--- src/rtl/gerador_pulsos.sv ---
`default_nettype none
// gerador_pulsos: key synchronise/debounce, load pulse, run flag and tick prescaler.
// Rev 1.0

module gerador_pulsos #(
   parameter int DIV = 50000000,
   parameter int DEB = 500000
) (
   input  logic clock,
   input  logic reset,
   input  logic key_carga_n,
   input  logic key_pausa_n,
   output logic botao,
   output logic tick,
   output logic rodando
);

   localparam int CW = $clog2(DEB) + 1;
   localparam int PW = $clog2(DIV);
   localparam logic [CW-1:0] C_DEB_MAX = CW'(DEB - 1);
   localparam logic [PW-1:0] C_DIV_MAX = PW'(DIV - 1);

   // Bit 0 carries the load key, bit 1 the start/pause key.
   logic [1:0]    w_raw;
   logic [1:0]    r_s1;
   logic [1:0]    r_s2;
   logic [1:0]    r_d;
   logic [1:0]    r_d_q;
   logic [CW-1:0] r_cnt [2];
   logic [PW-1:0] r_p;
   logic          w_load;
   logic          w_pause;

   assign w_raw   = {key_pausa_n, key_carga_n};
   assign w_load  = r_d_q[0] & ~r_d[0];
   assign w_pause = r_d_q[1] & ~r_d[1];

   always_ff @(posedge clock or posedge reset) begin
      if (reset) begin
         r_s1  <= '1;
         r_s2  <= '1;
         r_d   <= '1;
         r_d_q <= '1;
         for (int k = 0; k < 2; k++) begin
            r_cnt[k] <= '0;
         end
      end else begin
         r_s1  <= w_raw;
         r_s2  <= r_s1;
         r_d_q <= r_d;
         for (int k = 0; k < 2; k++) begin
            if (r_s2[k] == r_d[k]) begin
               r_cnt[k] <= '0;
            end else if (r_cnt[k] == C_DEB_MAX) begin
               r_d[k]   <= r_s2[k];
               r_cnt[k] <= '0;
            end else begin
               r_cnt[k] <= r_cnt[k] + CW'(1);
            end
         end
      end
   end

   // A load press restarts the period, so it overrides counting in the same cycle.
   always_ff @(posedge clock or posedge reset) begin
      if (reset) begin
         botao   <= 1'b0;
         tick    <= 1'b0;
         rodando <= 1'b0;
         r_p     <= '0;
      end else begin
         botao <= w_load;
         if (w_pause) begin
            rodando <= ~rodando;
         end
         if (w_load) begin
            r_p  <= '0;
            tick <= 1'b0;
         end else if (rodando) begin
            if (r_p == C_DIV_MAX) begin
               r_p  <= '0;
               tick <= 1'b1;
            end else begin
               r_p  <= r_p + PW'(1);
               tick <= 1'b0;
            end
         end else begin
            tick <= 1'b0;
         end
      end
   end

endmodule

`default_nettype wire

--- config.mk ---
export PLATFORM = sky130hd
export DESIGN_NAME = gerador_pulsos
export DESIGN_NICKNAME = d
export VERILOG_FILES = /design/src/rtl/gerador_pulsos.sv
export SDC_FILE = /design/constraint.sdc
export NUM_CORES = 1
export LEC_CHECK = 0
export CAP_MARGIN = 20
export CORE_MARGIN = 3
export CORE_UTILIZATION = 60
export CTS_CLUSTER_DIAMETER = 120
export DETAILED_ROUTE_END_ITERATION = 8
export GPL_TIMING_DRIVEN = 0
export PLACE_DENSITY = 0.81
export SETUP_SLACK_MARGIN = 0.02
export SYNTH_ARGS = -nofsm -noshare
export SYNTH_HDL_FRONTEND = slang
export SYNTH_SLANG_ARGS = --single-unit
--- constraint.sdc ---
create_clock -name clock -period 2.4 [get_ports clock]
set_input_delay 0.24 -clock clock [delete_from_list [all_inputs] [get_ports clock]]
set_output_delay 0.24 -clock clock [all_outputs]
set_load 0.01 [all_outputs]
After elaboration in Yosys (flattened, before gate mapping) --
Cells that the tools add are included.
Word-level totals: bits in registers 77, bits in latches 0, bits in writable memories 0, memory bits (read-only) 0, bits of input ports 4, output and inout bits 3, memories 0
Operators by class: $add $sub $neg 3, multiply operators 0, div/mod/pow operators 0, order comparisons 0, equal/unequal tests 5, shift-type cells 0, muxes and demuxes 10, bitwise operators 7, reductions and logical operators 3
Operators with widths (number):
- 2-to-1 mux 20 bit | 4
- 2-to-1 mux 26 bit | 3
- adder 20 x 1 -> 20 bit (second input constant) | 2
- equality test 20 x 19 -> 1 bit (second input constant) | 2
- adder 26 x 1 -> 26 bit (second input constant) | 1
- equality test 26 bit (second input constant) | 1
- inverter 1 bit | 5
- AND reduction 2 bit | 2
- 2-to-1 mux 1 bit | 3
- AND 1 bit | 2
- equality test 1 bit | 2
- nonzero test 2 bit | 1

Logic depth before layout (Yosys ltp) --
Gate-level depths: netlist of run 1.
depth after elaboration 4, gate-level depth with buffers 8, mapped depth without buffers 6

Worst setup path before layout of run 1 --
Ideal clock, no wire load.
kind register to register, start point reg r_p[2], end point reg r_p[7], setup time 0.082 ns, arrival 1.518 ns, setup slack 0.800 ns, cell stages (with the launch flop) 7, clock period less this slack 1.600 ns, path through dfrtp_1 and4_1 buf_6 nand4_2 nor2_1 or4b_1 a31oi_1
Between the ends: cells in the longest elaborated chain, start to end 4, elaborated cells between the ends (all ways) 5, classes of those cells add/sub (1); eq/ne (1); mux (3)
RTL lines:
- from (decl) | RTL line 30 | logic [PW-1:0] r_p;
- from (signal assigned) | RTL line 84 | r_p <= r_p + PW'(1);
- adder 26 x 1 -> 26 bit / equality test 26 bit (equally long branches) | RTL line 84, 80
- 2-to-1 mux 26 bit * | RTL line 80 | if (r_p == C_DIV_MAX) begin
- 2-to-1 mux 26 bit * | RTL line 79 | end else if (rodando) begin
- 2-to-1 mux 26 bit * | RTL line 76 | if (w_load) begin
Every way passes the cells marked *; elsewhere a longest branch is shown, timed or not. The select of a mux whose other input is x is not followed. A chain may end at the register's enable or synchronous reset.

Worst setup path after layout of run 1 --
start point reg r_cnt[20] in the netlist's numbering, end point reg r_cnt[32] in the netlist's numbering
Between the ends: cells in the longest elaborated chain, start to end 3, elaborated cells between the ends (all ways) 4, classes of those cells add/sub (1); eq/ne (1); mux (2)
RTL lines:
- from (decl) | RTL line 29 | logic [CW-1:0] r_cnt [2];
- from (signal, indexed assignment) | RTL line 58 | r_cnt[k] <= r_cnt[k] + CW'(1);
- adder 20 x 1 -> 20 bit / equality test 20 x 19 -> 1 bit (equally long branches) | RTL line 58, 54
- 2-to-1 mux 20 bit * | RTL line 54 | end else if (r_cnt[k] == C_DEB_MAX) begin
- 2-to-1 mux 20 bit * | RTL line 52 | if (r_s2[k] == r_d[k]) begin
Every way passes the cells marked *; elsewhere a longest branch is shown, timed or not.

==> results by group, run 1 <==
Worst setup path
  – Critical path class: register to register
  – Crit path max-delay family: simple AND/OR/NAND/NOR gates
  – CP bufs+invs: 0
  – Slowest Stage Delay on Critical Path: 0.54 ns
  – Crit path required time: 2.63 ns
  – CP Cell Sequence: ha_1 > nand4_1 > nor3_1 > nand3_1 > xor2_1 > nor2_1
  – CP arrival: 2.13 ns
  – CP startpoint kind: register
  – Critical path's slowest cell: nor3_1
  – Crit path from: r_cnt[20]
  – FF-to-FF Start: r_cnt[20]
  – Worst Setup End Kind: register
  – Crit Path Max Fanout: 5

Yosys
  – Syn Std Cell Area: 0.003759 mm²
  – Prevailing post-synth register cell: dfrtp_1
  – Yosys cell types: 43
  – Synth area leaders: dfrtp_1 (46%), xnor2_1 (7.7%), nor2_1 (7.5%)
  – Post-synth top area cell: dfrtp_1
  – Sequential cell area fraction in the yosys report: 51.53%
  – Synth Register Bits: 77
  – FFs w/ async S/R, synth: 100.0%
  – Avg Cell Area, Syn: 9.996 µm²
  – Top-area cell type share of the netlist area: 45.94%
  – Post-Syn Nets: 383
  – Post-Syn Instances: 376
  – Yosys warns: 0
  – EDFF count, synth: 0

Die
  – Starting Density: a little over three fifths
  – Core Rows: 28
  – CORE AREA: 0.005991 mm²
  – Full die area: slightly above 0.007 mm²
  – Die width: between 80 and 90 µm
  – Die height: 85.15 µm
  – I/O pin cnt: 7

STA
  – Final Setup Violations: 0
  – Hold Slack: 0.1180 ns
  – Post-route minimum period: 1.900 ns
  – Worst-margin pin slew: 0.5911 ns
  – Worst Skew: 0.009919 ns
  – TNS Setup: 0 ns
  – Hold Fails Final Rpt: 0
  – RSZ-0062 raised after global routing: false
  – Max Clk Rate: approximately 530 MHz
  – Worst slew margin: 60.29%
  – Final Max Slew Viols: 0
  – Period utilization: 79.17%

Cells and area
  – FILL cells: 449
  – Layout cells sized above 1: 13.03%
  – # diodes: 0
  – Final Instance Area: 0.004167 mm²
  – Multi-input gate area: 0.001704 mm²
  – Register area: 0.001937 mm²
  – Nets@finish: 401
  – Area Overhead vs Synth: 10.85%

Global routing
  – Gr usage total: between 20% and 30%
  – Pin count of the biggest net entering global routing: 73
  – Global route overflow: 0
  – Vias in the first global route: 2770
  – Initial antenna violation count: 0
  – Global-route wire length before repair: 12000 µm

Route
  – DRT antenna net count: 0
  – DR vias: 2654
  – DRT Pass-1 Iters: 6
  – DRC viols: 0
  – Vias/cell: 5.599
  – Routed WL: 6605 µm
  – Drt wl/cell: 13.93 µm
  – DRT iter0 DRCs: 172

Clocking
  – CTS Sinks: 77
  – Setup bufs post-CTS: 0
  – CTS tree: built
  – H-tree depth: 3
  – CTS Buf Count: 9
  – Clock latency reported for the late side of the worst-skew pair: roughly 0.35 ns
  – Cts hold-fix bufs: 0
  – Clk slew on worst S/H paths: 0.07 ns
  – Clock root cell: clkbuf_8
  – Clock buffer depth: 2
  – Post_cts resized: 0

Power
  – Leakage power: ~1.8 nW
  – Clock share of power: a little over two fifths
  – Sequential power share: a little over half
  – NetSw: about 0.00052 W
  – Combinational power share: 2.7%
  – Sw frac: 21.21%
  – Int Pwr: 0.001944 W
  – Overall power: between 0.002 and 0.0025 W
  – Maximum vdd drop: between 0.4 and 0.5 mV
  – P per Cell Area: slightly below 600 mW/mm²

Placement
  – Number of port buffers: 6
  – Placer congestion estimate: 0.8496
  – Dpl hpwl: 4434 µm
  – DP Area: 0.003943 mm²

Status
  – Status: completed

Hold path
  – Worst hold path class: primary input to async pin

Flow run
  – MaxCap Viol Count: 0
==> stage by stage <==
| step | std cells | setup WS (ns) | util (%) |
|---|---|---|---|
| after floorplan | 376 | 0.2066 | - |
| after global placement | 457 | -1.002 | 65.31 |
| after detailed placement | 458 | 0.5399 | 65.81 |
| after CTS | 474 | 0.4850 | 69.55 |
| after global routing | 474 | 0.3113 | 69.55 |
| final | 474 | 0.4999 | 69.55 |
==> power by group through the flow <==
stage	Clock [W]	Combinational (W)	Sequential (W)
floorplan	0	0.0000446	0.00134
global placement	0	0.0000617	0.00134
detailed placement	0	0.0000693	0.00135
CTS	0.00110	0.0000697	0.00132
global route	0.00117	0.0000791	0.00132
finish	0.00108	0.0000667	0.00132
==> per-layer routing <==
metal	vias up	GRT usage, %	share of wire (%)	routed length [µm]
met4	0	9.353	1.6	107
met3	16	5.437	3.4	222
met2	58	33.40	48	3198
li1	1312	-	-	-
met5	-	0	0	0
met1	1268	25.77	47	3077
==> area by class of cell <==
cell class / instances / area share (%)
sequential: 77 / 46.49
timing repair buffer: 7 / 2.102
multi-input combinational: 278 / 40.90
buffer: 15 / 2.282
clock inverter: 6 / 2.072
clock buffer: 10 / 3.303
tap: 75 / 2.252
inverter: 6 / 0.6006
==> Yosys cell counts (all sizes together) (2+ instances only) <==
library cell	instances
mux2	2
nand2b	4
nand4	21
nand3	24
nor4	7
a21oi	2
dfrtp	69
and2	5
xnor2	33
and3	7
buf	11
and4	8
nor3	16
o21ai	2
dfstp	8
clkbuf	4
ha	3
nor4b	3
nand2	23
nor2	78
inv	6
xor2	28
==> final timing paths <==
check                      slack, ns        end  cells past startpoint
setup reg to reg                0.50  r_cnt[32]                      6
hold reg to reg                 0.36    r_s2[1]                      0
setup / recovery                0.50  r_cnt[32]                      6
max in group asynchronous       1.69     r_d[0]                      3
hold / removal                  0.12  r_cnt[24]                      2
min in group clock              0.29    r_s1[0]                      1
==> placed cells by master (no fill, tap or decap), types with 2 or more instances in the layout <==
master,count
buf_6,3
buf_2,7
clkbuf_8,10
nand3_1,24
o21ai_0,2
nand2b_1,4
nand4_1,19
mux2_2,2
clkinv_2,2
and4_1,7
nor4b_1,3
dfrtp_1,69
and2_1,4
dfstp_2,8
clkdlybuf4s50_1,6
bufinv_16,2
nand2_1,23
nor4_1,7
xnor2_1,33
nor2_1,75
nor3_1,14
inv_1,5
nor2_2,3
and3_1,7
nor3_2,2
ha_1,3
xor2_1,28
clkbuf_1,3
a21oi_1,2
==> flip-flops by register name, summed over array words and instances, names as in the netlist <==
name	flops
r_cnt	40
r_p	26
r_d	2
r_d_q	2
r_s1	2
r_s2	2
botao	1
rodando	1
tick	1
==> worst reg2reg max path, delay by kind of cell (launching register included) <==
kind / cells / cell delay [ns]
adders and majority gates: 1 / 0.21
xor gates and xnor gates: 1 / 0.19
and+or+nand+nor: 4 / 1.00
DFF: 1 / 0.39
==> logic make-up after synthesis <==
logic type	synth area share, %
AO/OA/AOI/OAI	1.099
XOR/XNOR	14.21
adder cells (fa/ha/maj)	0.9988
buffers and inverters	3.129
flip-flops	51.53
multiplexers	0.8655
AND/OR/NAND/NOR	28.16
(Power assumes the default switching activity.)
==> inputs of run 2 (changes only) <==
Clock period 2.4 ns to 1.78 ns, I/O delays scaled along.
==> run 2 against run 1 <==
  * Sequential share of layout area decreased by 2.6 points
  * First-iteration DRC count decreased by 16%
  * Utilization increased by 4.3 points
  * Highest routed layer unchanged
==> results by group, run 2 (same netlist as run 1, synthesis figures left out) <==
Status
  – Status: completed

Worst setup path
  – Critical path's slowest cell: dfrtp_2
  – CP arrival: 2.02 ns (-0.11 ns)
  – CP startpoint kind: register
  – Worst Setup End Kind: register
  – R2R depth: 7 (+1)
  – CP Cell Sequence: nor4_4 > nand4_1 > nor2_2 > a21o_1 > buf_6 > buf_8 > nor2_1
  – Critical path class: register to register
  – Crit Path Max Fanout: 10 (+5)
  – Slowest Stage Delay on Critical Path: 0.46 ns (-0.08 ns)
  – Crit path required time: 2.03 ns (-0.60 ns)

Global routing
  – Pin count of the biggest net entering global routing: 38 (-48%)
  – Gr usage total: 20.55% (about the same)
  – Global-route wire length before repair: 12000 µm (unchanged)
  – Vias in the first global route: 2708 (-2.2%)
  – Global route overflow: 0 (unchanged)
  – Initial antenna violation count: 0 (unchanged)

Flow run
  – MaxCap Viol Count: 0 (unchanged)

Power
  – Clock share of power: 41.1% (-2.7 points)
  – Sw frac: 22.21% (+1.0 points)
  – Maximum vdd drop: 0.4840 mV (-0.75%)
  – Leakage power: 1.897 nW (+6.0%)
  – Sequential power share: 55.6% (+2.1 points)
  – Int Pwr: 0.002491 W (+28%)
  – NetSw: 0.0007113 W (+36%)
  – Combinational power share: 3.3% (+0.6 points)
  – P per Cell Area: 723.4 mW/mm² (+22%)

Clocking
  – CTS Sinks: 77 (unchanged)
  – Clock latency reported for the late side of the worst-skew pair: 0.36 ns (about the same)
  – Clock buffer depth: 2 (unchanged)
  – H-tree depth: 3 (unchanged)
  – CTS Buf Count: 9 (unchanged)
  – Cts hold-fix bufs: 0 (unchanged)
  – Clk slew on worst S/H paths: 0.08 ns (about the same)
  – Clock root cell: clkbuf_8
  – CTS tree: built

Route
  – DRC viols: 0 (unchanged)
  – DRT antenna net count: 0 (unchanged)
  – DR vias: 2802 (+5.6%)
  – Drt wl/cell: 15.19 µm (+9.0%)
  – Routed WL: 7506 µm (+14%)
  – DRT Pass-1 Iters: 4 (-2)
  – Vias/cell: 5.672 (+1.3%)
  – DRT iter0 DRCs: 145 (-16%)

Die
  – Die height: 85.15 µm (unchanged)
  – CORE AREA: 0.005991 mm² (unchanged)
  – Starting Density: 62.74% (unchanged)
  – Die width: 85.15 µm (unchanged)
  – Core Rows: 28 (unchanged)
  – Full die area: 0.007250 mm² (unchanged)
  – I/O pin cnt: 7 (unchanged)

Cells and area
  – Most flops, register: r_cnt
  – Nets@finish: 421 (+5.0%)
  – Area Overhead vs Synth: 17.78%
  – Layout cells sized above 1: 21.48% (+8.4 points)
  – FILL cells: 399 (-11%)
  – Max FFs per register: 40 (unchanged)
  – Non-Filler Instances: 494 (+4.2%)
  – Top Registers: r_cnt x40, r_p x26
  – Commonest non-fill, non-tap cell in the layout: nor2_1
  – Most frequent cells in the layout: nor2_1 (74), dfrtp_1 (64), xnor2_1 (33)
  – # diodes: 0 (unchanged)

STA
  – Hold Fails Final Rpt: 0 (unchanged)
  – Worst slew margin: 60.55% (+0.26 points)
  – Max Clk Rate: 564.1 MHz (+7.2%)
  – TNS Setup: 0 ns (unchanged)
  – Worst-margin pin slew: 0.5896 ns (-0.001469 ns)
  – RSZ-0062 raised after global routing: true
  – Post-route minimum period: 1.773 ns (-0.1274 ns)
  – Final Setup Violations: 0 (unchanged)
  – Final Max Slew Viols: 0 (unchanged)
  – Worst Skew: 0.01224 ns (+0.002317 ns)
  – Period utilization: 99.59% (+20 points)

Placement
  – Number of port buffers: 6 (unchanged)
  – Placer congestion estimate: 0.8617 (+1.4%)
  – Dpl hpwl: 4571 µm (+3.1%)
  – Number of cells after detailed placement: 459 (+0.22%)

Hold path
  – Worst hold path class: primary input to async pin
run 2: cell types whose count changed in the layout (fill, tap and decap cells not counted), sizes merged:
cell      change
buf          +20
bufinv        -1
clkbuf        +2
clkinv        -1
clkinvlp      +1
inv           -1
run 2: worst paths after layout:
path | slack (ns) | endpoint | from
worst max-delay path | 0.007 | r_p[16] | r_p[9]
worst min-delay path | 0.14 | r_cnt[22] | reset
worst max register to register | 0.007 | r_p[16] | r_p[9]
worst min register to register | 0.36 | r_s2[0] | r_s1[0]
max in group asynchronous | 0.87 | r_d[1] | reset
min in group clock | 0.23 | r_s1[1] | key_pausa_n
run 2: cell type report:
cell class / count / area [µm²] / share of cell area (%)
sequential: 77 / 1943 / 43.89
buffer: 14 / 122.6 / 2.770
clock buffer: 12 / 145.1 / 3.279
multi-input combinational: 278 / 1790 / 40.45
tap: 75 / 93.84 / 2.120
inverter: 6 / 26.28 / 0.5936
clock inverter: 4 / 47.55 / 1.074
timing repair buffer: 28 / 257.7 / 5.822
run 2: critical path, delay by kind of cell (launching register included):
kind	cells	cell delay, ns
flops	1	0.46
simple gates	4	0.77
buf+inv	2	0.26
compound gates	1	0.16
run 2: routing by layer:
layer | vias up | GRT usage, % | wire (µm)
met5 | - | 0 | 0
met4 | 0 | 10.94 | 119
met1 | 1368 | 27.00 | 3427
met3 | 13 | 3.301 | 274
li1 | 1357 | - | -
met2 | 64 | 32.77 | 3685
run 2: power groups by stage:
stage          combinational [W]  clock, W  sequential [W]
3_5_place_dp           0.0000970         0         0.00181
4_1_cts                0.0000976   0.00133         0.00178
6_report                0.000107   0.00132         0.00178
3_3_place_gp           0.0000841         0         0.00181
5_1_grt                 0.000122   0.00140         0.00178
2_1_floorplan          0.0000606         0         0.00181
run 2: per-stage QoR:
step	power [W]	util, %	cell area [µm²]	hold WS (ns)	setup slack, ns
2_1_floorplan	0.001872	-	3762	0.1825	0.1802
3_3_place_gp	0.001897	65.37	3916	0.3472	-0.1304
3_5_place_dp	0.001910	66.04	3956	0.3487	-0.1105
4_1_cts	0.003211	69.86	4185	0.1485	0.02234
5_1_grt	0.003304	73.89	4427	0.1864	-0.1044
6_report	0.003202	73.89	4427	0.1419	0.007317
run 2: what timing repair did:
item                                   in CTS  in global routing
endpoints found under the hold margin       0                  0
pin swaps                                   2                  8
setup endpoints to repair                  14                 60
gates cloned                                0                  2
gates resized for setup                     6                 36
buffers inserted                            2                 16
==> patch 1: new RTL, settings of run 2 <==
Change the parameter `DIV` from 50000000 to 100000000.
--- a/src/rtl/gerador_pulsos.sv
+++ b/src/rtl/gerador_pulsos.sv
@@ -3,7 +3,7 @@
 // Rev 1.0
 
 module gerador_pulsos #(
-   parameter int DIV = 50000000,
+   parameter int DIV = 100000000,
    parameter int DEB = 500000
 ) (
    input  logic clock,
Behaviour: same outputs for any inputs over 10 cycles, from zero or initial values and one cycle with reset high; that may be too few to reach the edited logic, so the function may still have changed.
==> patch 1 against run 2 <==
The run now ends with negative setup slack left. Routed wire length increased by 4.6%. Synthesized area decreased by 0.43%. Sequential cell count increased by 1. Global-route usage increased by 0.31 points. Critical path depth decreased by 2. Power increased by 1.8%. Core utilization increased by 2.9 points. Die area decreased by 0.40%. Count of clock-buffer cells in the layout unchanged. Final area increased by 3.9%. Fmax decreased by 4.4%. Worst setup slack got worse by 81 ps.
==> patch 1: results (changes against run 2) <==
[status]
outcome = finished, violations left
violations = negative setup slack

[power]
power_leakage_nw = 1.89  ; about the same
vdd_drop_max_mv = 0.572  ; +18%

[sta]
setup_slack_ps = -73.7  ; -81.0 ps
skew_ps = 9.32  ; -2.91 ps
fin_tns_setup_ps = -159  ; -159 ps
finalSetupViolations = 4  ; +4
tightest_slew_ps = 484  ; -105 ps

[routing]
met3_length_um = 314  ; +15%
drt-total-wl_um = 7850  ; +4.6%
via_per_inst = 5.66  ; -0.18%
first_iter_violations = 157  ; +8.3%
wirelength_met1_um = 3510  ; +2.3%

[global_routing]
grt_max_degree = 39  ; +2.6%
grt_use_met3 = 0.0583  ; +0.0252
grt_usage = 0.209  ; +0.00310
first_global_vias = 2640  ; -2.5%
grt_use_met1 = 0.279  ; +0.00921
grtUsageMet2 = 0.333  ; +0.00494

[logic_synthesis]
synth_adder_area_share = 0.0100  ; +0.0000434
synth-compound-area-share = 0.0234  ; +0.0124
netlist.area_leader.share = 0.468  ; +0.00868
ys_top_cells_by_count = nor2_1, dfrtp_1, xnor2_1, nand2_1, xor2_1
synth_cell_types = 39  ; -9.3%
synth-xor-area-share = 0.145  ; +0.00296
syn_inst = 385  ; +2.4%
synth_area_leaders = dfrtp_1, xnor2_1, nor2_1, dfstp_2, xor2_1

[placed_design]
place_inst = 468  ; +2.0%
gp_congestion = 0.882  ; +2.3%
dpl_worst_slack_ps = -259  ; -149 ps
hpwlAfterDp_um = 4700  ; +2.9%

[critical_path]
r2r_start = r_p[5]$_DFFE_PP0P_
r2r-end = r_p[21]$_DFFE_PP0P_
r2r_slack_ps = -70  ; -80 ps
critPathMaxFanout = 5  ; -5

[final_layout]
reg.largest.list = r_cnt x40, r_p x27
nFillCells = 371  ; -7.0%
multiInputGateArea_um2 = 1910  ; +6.6%

-- patch 1: worst max-delay path, cell delays in order (launching register included) --
cell	delay (ps)
dfrtp_1	450
nand4_2	190
a211o_1	380
or4_4	540
xor2_2	160
nor2_2	80
-- patch 1: power breakdown --
part / leakage, nW / internal, mW / switching [mW]
clock: 0.106 / 0.718 / 0.622
sequential: 1.04 / 1.79 / 0.0149
combinational: 0.747 / 0.0459 / 0.0667
-- patch 1: area by class of cell --
type                            count  area share
Buffer                              5     0.00980
Clock buffer                       12      0.0337
Inverter                           14      0.0131
Timing Repair Buffer               35      0.0691
Tap cell                           75      0.0204
Clock inverter                      4     0.00980
Sequential cell                    78       0.429
Multi-Input combinational cell    286       0.415
-- patch 1: repair_timing --
action	in CTS	in global routing
hold buffers	0	0
buffers inserted	8	19
endpoints found under the setup margin	60	59
pin swaps	9	18
resized for setup	19	40
==> patch 2: new RTL, flow settings as in run 2 <==
Made on the original files. Remove the register `botao`: a continuous assignment takes its place, so the output `botao` follows one clock earlier.
--- a/src/rtl/gerador_pulsos.sv
+++ b/src/rtl/gerador_pulsos.sv
@@ -64,12 +64,10 @@
    // A load press restarts the period, so it overrides counting in the same cycle.
    always_ff @(posedge clock or posedge reset) begin
       if (reset) begin
-         botao   <= 1'b0;
          tick    <= 1'b0;
          rodando <= 1'b0;
          r_p     <= '0;
       end else begin
-         botao <= w_load;
          if (w_pause) begin
             rodando <= ~rodando;
          end
@@ -90,6 +88,8 @@
       end
    end
 
+   assign botao = w_load;
+
 endmodule
 
 `default_nettype wire
Function: same outputs for any inputs over 10 cycles, from zero or initial values and one cycle with reset high; that may be too few to reach the edited logic, so the function may still have changed.
==> patch 2 against run 2 <==
Power increased by 2.5%. Synthesized area is 0.67% lower. Routed wire length decreased by 0.88%. First-iteration DRC count rose by 0.69%. Sequential cell count fell by 1. Largest cell class unchanged. Synthesized cell count decreased by 0.27%. Worst setup slack gained 5.7 ps. Final area is 0.31% higher.
==> patch 2: results (changes against run 2) <==
[logic_synthesis]
syn_area_um2 = 3730  ; -0.67%
synth_most_common_cell = nor2_1
synth_adder_area_share = 0.0101  ; +0.0000669
ys_seq_area_frac = 0.512  ; -0.00325
syn_avg_cell_area_um2 = 9.96  ; -0.40%
synth-xor-area-share = 0.143  ; +0.000953
ys_top_cells_by_count = nor2_1, dfrtp_1, xnor2_1, xor2_1, nand3_1
synthMuxAreaShare = 0.00871  ; +0.0000580
synth_area_leaders = dfrtp_1, xnor2_1, nor2_1, xor2_1, dfstp_2
synth-compound-area-share = 0.0111  ; +0.0000736
synth.net_count = 382  ; -0.26%

[final_layout]
buffers = 39  ; -7.1%
nFillCells = 411  ; +3.0%
buf_share = 0.0806  ; -0.00534
fin_nets = 417  ; -0.95%
drive_gt1_frac = 0.239  ; +0.0238
final_cells = 490  ; -0.81%
seq_share = 0.433  ; -0.00643
clock_cell_area_share = 0.0485  ; +0.00494
design_area_um2 = 4440  ; +0.31%
multi_input_area_share = 0.411  ; +0.00692
comb.multi_input.count = 278  ; unchanged

[placed_design]
gp_congestion = 0.843  ; -2.2%
dpl_worst_slack_ps = -199  ; -88.4 ps
place_inst = 457  ; -0.44%
post_dp_cell_area_um2 = 3910  ; -1.1%
hpwlAfterDp_um = 4570  ; about the same

[clock_tree]
cts_sinks = 76  ; -1.3%
cts_resized = 8  ; +2
cts_setup_buffers = 1  ; -1

[sta]
skew_ps = 13.5  ; +1.27 ps
relSlewSlack = 0.413  ; -0.193
whs_ps = 239  ; +97.6 ps

[power]
pwr-share-seq = 0.535  ; -0.021
p_clk_frac = 0.435  ; +0.024
vdd_drop_max_mv = 0.577  ; +19%
swShare = 0.219  ; -0.00269
power_leakage_nw = 1.89  ; -0.27%
power_mw = 3.28  ; +2.5%

[global_routing]
grt_max_degree = 41  ; +7.9%
grt_pass1_wl_um = 11700  ; -2.5%
grt_usage = 0.205  ; -0.000966
first_global_vias = 2665  ; -1.6%

[routing]
via_per_inst = 5.70  ; +0.46%
wire_per_inst_um = 15.2  ; about the same
first_iter_violations = 146  ; +0.69%

[critical_path]
critical_path.max_stage_delay_ps = 440  ; -20 ps
critPathMaxFanout = 8  ; -2
critPathArrivalTime_ps = 2000  ; -20 ps
r2r_start = r_p[16]$_DFFE_PP0P_
r2r-end = r_p[19]$_DFFE_PP0P_

[hold_path]
hp-class = in2reg

[status]
outcome = completed

patch 2: cell count changes in the layout (fill, tap and decap cells not counted), sizes merged:
cell           delta
clkdlybuf4s50     -1
clkinv            +2
dfrtp             -1
bufinv            +1
buf               -6
dlygate4sd2       +1
patch 2: layer usage:
metal,GRT usage,share of wire
met2,0.317,0.50
met1,0.257,0.44
met5,0,0
met3,0.0621,0.039
met4,0.112,0.019
patch 2: worst max path at each step:
stage | start | to | slack [ps]
floorplan | r_p[2]$_DFFE_PP0P_ | r_p[7]$_DFFE_PP0P_ | 180
global placement | r_d_q[0]$_DFF_PP1_ | botao | -190
detailed placement | r_d_q[0]$_DFF_PP1_ | botao | -200
CTS | r_cnt[0]$_DFF_PP0_ | r_cnt[17]$_DFF_PP0_ | 30
global route | r_p[11]$_DFFE_PP0P_ | r_p[24]$_DFFE_PP0P_ | -70
finish | r_p[16]$_DFFE_PP0P_ | r_p[19]$_DFFE_PP0P_ | 10
